File: src/rtl/reg_file_sb_pkg.sv
// Shared constants for the register file and its write-pending scoreboard.
package reg_file_sb_pkg;
  localparam int unsigned REG_COUNT     = 16;
  localparam int unsigned REG_ADDR_BITS = 4;
  localparam logic [REG_ADDR_BITS-1:0] ZERO_REG = 4'd0;
endpackage

File: src/rtl/reg_file_sb_mux16.sv
// 16:1 word multiplexer used by each register-file read port.
module mux16 #(
  parameter int unsigned BITS = 32
) (
  input  logic [15:0][BITS-1:0] d,
  input  logic [3:0]            sel,
  output logic [BITS-1:0]       y
);
  always_comb begin
    y = d[sel];
  end
endmodule

File: src/rtl/reg_file_sb_scoreboard.sv
// Per-register write-pending bits; an issue sets, a writeback clears, set wins.
import reg_file_sb_pkg::*;

module reg_scoreboard (
  input  logic                     clk,
  input  logic                     rst_n,
  input  logic                     issue_valid,
  input  logic [REG_ADDR_BITS-1:0] issue_rd,
  input  logic                     wb_valid,
  input  logic [REG_ADDR_BITS-1:0] wb_addr,
  output logic [REG_COUNT-1:0]     busy_mask
);
  always_ff @(posedge clk) begin
    if (!rst_n) begin
      busy_mask <= '0;
    end else begin
      busy_mask[0] <= 1'b0;
      for (int unsigned i = 1; i < REG_COUNT; i++) begin
        if (issue_valid && issue_rd == REG_ADDR_BITS'(i))
          busy_mask[i] <= 1'b1;
        else if (wb_valid && wb_addr == REG_ADDR_BITS'(i))
          busy_mask[i] <= 1'b0;
      end
    end
  end
endmodule

File: src/rtl/reg_file_sb.sv
// 16-entry register file (r0 hardwired zero) with write-through bypass and
// hazard flags from the integrated scoreboard.
import reg_file_sb_pkg::*;

module reg_file_sb #(
  parameter int unsigned BITS = 32
) (
  input  logic                     clk,
  input  logic                     rst_n,
  input  logic [REG_ADDR_BITS-1:0] rs1_addr,
  input  logic [REG_ADDR_BITS-1:0] rs2_addr,
  output logic [BITS-1:0]          rs1_data,
  output logic [BITS-1:0]          rs2_data,
  output logic                     rs1_busy,
  output logic                     rs2_busy,
  input  logic                     issue_valid,
  input  logic [REG_ADDR_BITS-1:0] issue_rd,
  input  logic                     wb_valid,
  input  logic [REG_ADDR_BITS-1:0] wb_addr,
  input  logic [BITS-1:0]          wb_data,
  output logic [REG_COUNT-1:0]     busy_mask
);
  logic [REG_COUNT-1:0][BITS-1:0] regs;
  logic [REG_COUNT-1:0]           wr_en;
  logic [BITS-1:0]                raw1, raw2;
  logic                           byp1, byp2;

  // One-hot write decode; bit 0 never enables so r0 stays zero.
  always_comb begin
    wr_en = '0;
    if (wb_valid && wb_addr != ZERO_REG)
      wr_en[wb_addr] = 1'b1;
  end

  always_ff @(posedge clk) begin
    if (!rst_n) begin
      regs <= '0;
    end else begin
      for (int unsigned i = 1; i < REG_COUNT; i++)
        if (wr_en[i]) regs[i] <= wb_data;
    end
  end

  mux16 #(.BITS(BITS)) u_mux_rs1 (.d(regs), .sel(rs1_addr), .y(raw1));
  mux16 #(.BITS(BITS)) u_mux_rs2 (.d(regs), .sel(rs2_addr), .y(raw2));

  reg_scoreboard u_sb (
    .clk         (clk),
    .rst_n       (rst_n),
    .issue_valid (issue_valid),
    .issue_rd    (issue_rd),
    .wb_valid    (wb_valid),
    .wb_addr     (wb_addr),
    .busy_mask   (busy_mask)
  );

  always_comb begin
    byp1 = wb_valid && (wb_addr == rs1_addr) && (rs1_addr != ZERO_REG);
    byp2 = wb_valid && (wb_addr == rs2_addr) && (rs2_addr != ZERO_REG);
    rs1_data = byp1 ? wb_data : raw1;
    rs2_data = byp2 ? wb_data : raw2;
    rs1_busy = busy_mask[rs1_addr] && !byp1;
    rs2_busy = busy_mask[rs2_addr] && !byp2;
  end
endmodule
File: config.mk
export PLATFORM = sky130hd
export DESIGN_NAME = reg_file_sb
export DESIGN_NICKNAME = d
export VERILOG_FILES = /design/src/rtl/reg_file_sb_pkg.sv /design/src/rtl/reg_file_sb_mux16.sv /design/src/rtl/reg_file_sb_scoreboard.sv /design/src/rtl/reg_file_sb.sv
export SDC_FILE = /design/constraint.sdc
export NUM_CORES = 1
export LEC_CHECK = 0
export CORE_MARGIN = 2
export CORE_UTILIZATION = 50
export DETAILED_ROUTE_END_ITERATION = 8
export PLACE_DENSITY_LB_ADDON = 0.08
export SLEW_MARGIN = 20
export SYNTH_ARGS = -nofsm -noshare
export SYNTH_HDL_FRONTEND = slang
export SYNTH_SLANG_ARGS = --single-unit
File: constraint.sdc
create_clock -name clk -period 3 [get_ports clk]
set_input_delay 0.9 -clock clk [delete_from_list [all_inputs] [get_ports clk]]
set_output_delay 0.9 -clock clk [all_outputs]
set_load 0.005 [all_outputs]
==> metrics <==
outcome finished, violations left; failing checks setup timing; combinational fraction of design power 0.156; share of the synthesized area in the top cell type 0.358; number of enable flip-flop cells after synthesis 0; CP Cell Sequence buf_16 -> buf_16 -> buf_12 -> buf_16 -> buf_4 -> mux2_2 -> a221oi_2 -> or3_4 -> a31oi_4 -> buf_2; final hold violations 0; Clock Sinks 495; maxcap violations 0; share of layout cells above drive strength 1 0.348; Pleak 13.6 nW; R2R Path Start regs[266]; worst r2r path cells 2; Clock Power Share 0.434; final RePlAce weighted congestion 0.916; Worst Setup End Kind output port; Synth Register Bits 495; vias in the first global route 26316; WL/cell 27.4 µm; H-tree depth 2; CP endpoint rs2_data[8]; placed instance area 31500 µm²; first-pass GRT wire length 167000 µm; Worst-path clk slew 0.05 ns; Yosys top cell by area dfxtp_1; fill cell count 4180; Crit-path slowest cell or3_4; Worst Setup Path Type input port to output port; worst-path maximum fanout 7; DRT Pass-1 Iters 7; RSZ-0062 raised after global routing true; Max-slew headroom 0.608; CTS root buf clkbuf_16; Setup TNS -24.78 ns; cell area after layout 37100 µm²; Worst Hold Class register to register; top post-synthesis cells by area dfxtp_1 (36%), nand2_1 (14%), a21boi_0 (13%); Clock Latency Late Sink 0.62 ns; DRC 0; Power Total 0.0164 W; Starting Density 0.504; Switching Power 0.00431 W; hold path startpoint regs[458]; Synthesis Warnings 0; fin crit period 3.50 ns; CP required 2.10 ns; Seq/Total Area, Yosys 0.358; number of DRC markers in iteration 0 2829; largest net degree at the start of global routing 94; CORE AREA 54900 µm²; row cnt 86; Post-Synthesis Cells 3175; io pins 134; Critical Path Start rs2_addr[0]; Unique masters post-synth 37; TritonCTS Buffers 56; Arrival @ worst endpoint 2.60 ns; CTS tree done; WP depth 10; vias per std cell 6.41; DP HPWL 68100 µm; Net Sw Frac 0.263; worst reg2reg path endpoint regs[266]; Post-Synthesis Cell Area 27700 µm²; # setup viols final 66; Int Power 0.0121 W; WP buf/inv 6; Hold Slack 0.475 ns; most used cell, CP buf_16; Post-synth top cells nand2_1 (1039), dfxtp_1 (495), a21boi_0 (481), mux2_2 (258), clkbuf_1 (239); maximum clock path buffer count 3; Top FF cell, synth dfxtp_1; GRT Total Usage 0.389; critical path's top delay family buffers and inverters; Die ar. 57200 µm²; most numerous cell in the Yosys netlist nand2_1; Max Freq 286 MHz; r2r setup slk 2.22 ns; routed wire length 115000 µm; post-route ant nets 0; Die Y 239 µm; Flop pwr share 0.410; initial antenna violation count 1; Power Density 442 nW/µm²; grt ovf 0; Startpoint Class input port; post-layout util 0.676; Tcrit/Tclk final 1.17; slowest stage delay, CP 0.38 ns; horizontal die dimension 239 µm; Final Worst Setup Slack -0.497 ns; Worst Skew 0 ns; Worst Tran Pin Value 0.588 ns; Nets 3488; Final Max Slew Viols 0; syn avg cell area 8.71 µm²; Area Overhead vs Synth 34.2%; peak supply drop 0.000486 V; PortBufs 132; syn nets 3227; vias 26829; Async S/R FF share, synth 0
==> worst reg2reg max path, stage by stage (launching register included) <==
cell      delay (ns)
dfxtp_1         0.36
nand2_1         0.07
a21boi_0        0.25
==> power by group through the flow <==
stage	clock (W)	combinational (W)	sequential (W)
floorplan	0	0.00107	0.00685
global placement	0	0.00197	0.00686
detailed placement	0	0.00198	0.00687
CTS	0.00715	0.00238	0.00672
global route	0.00744	0.00264	0.00673
finish	0.00712	0.00256	0.00673
==> per-stage QoR <==
stage,instances,worst slack (ns)
after detailed placement,3923,-1.09
after global routing,4185,-0.501
final,4186,-0.497
after global placement,3923,-1.07
after floorplan,3175,-0.0983
after CTS,4156,-0.475
==> how the worst min path moves through the flow <==
| stage | cells after the start | slack (ns) | end |
|---|---|---|---|
| floorplan | 2 | 0.45 | regs[100] |
| global placement | 2 | 0.46 | regs[253] |
| detailed placement | 2 | 0.47 | regs[458] |
| CTS | 2 | 0.48 | regs[458] |
| global route | 2 | 0.50 | regs[420] |
| finish | 2 | 0.47 | regs[458] |
==> layout by cell type, fill, tap and decap left out, types with 23 or more instances in the layout <==
cell / netlist / routed
mux2_2: 258 / 155
buf_6: 16 / 71
buf_12: 0 / 104
a21boi_0: 481 / 480
clkbuf_16: 0 / 62
mux2_4: 0 / 103
a31oi_1: 64 / 40
dfxtp_1: 495 / 495
mux4_2: 135 / 135
a221oi_1: 65 / 35
or3_4: 0 / 43
nor3_1: 67 / 53
buf_16: 0 / 25
buf_4: 15 / 197
nand2_1: 1039 / 971
o22ai_1: 64 / 47
or3_1: 66 / 23
a221oi_2: 0 / 29
nand2_2: 0 / 53
clkdlybuf4s50_1: 0 / 52
buf_2: 68 / 68
==> metal layers <==
metal / GRT usage / wire length [µm] / share of wire / vias to the layer above
li1: - / - / - / 11661
met1: 0.485 / 43600 / 0.38 / 13141
met2: 0.620 / 52900 / 0.46 / 1627
met3: 0.0849 / 11200 / 0.098 / 400
met4: 0.228 / 6810 / 0.059 / 0
met5: 0 / 0 / 0 / -
==> timing repair <==
item                       4_1_cts  5_1_grt
pin swaps                       98      105
cloned                          22        5
setup buffers                  120       42
hold buffers                     0        0
gates resized for setup        615      183
setup endpoints to repair       66       66
==> state kept, by name (all words and copies together), names as in the netlist <==
signal and cells:
regs 480, u_sb.busy_mask 15
==> cell type report <==
class | count | area, µm² | share of cell area
sequential | 495 | 9910 | 0.267
inverter | 3 | 11.3 | 0.000304
antenna | 2 | 5.00 | 0.000135
tap | 704 | 881 | 0.0237
clock buffer | 87 | 1740 | 0.0469
timing repair buffer | 549 | 6450 | 0.174
multi-input combinational | 2331 | 17900 | 0.484
clock inverter | 15 | 158 | 0.00425
==> kinds of logic (layout without fill, tap and decap cells) <==
logic type             Yosys count  in the layout  synth area share
XOR/XNOR                         6              6           0.00190
flip-flops                     495            495             0.358
buffers and inverters          349            654            0.0568
other                            1              3          0.000136
AO/OA/AOI/OAI                  693            693             0.186
multiplexers                   394            394             0.215
AND/OR/NAND/NOR               1237           1237             0.182
No activity file was read; power rests on OpenSTA's default activity.
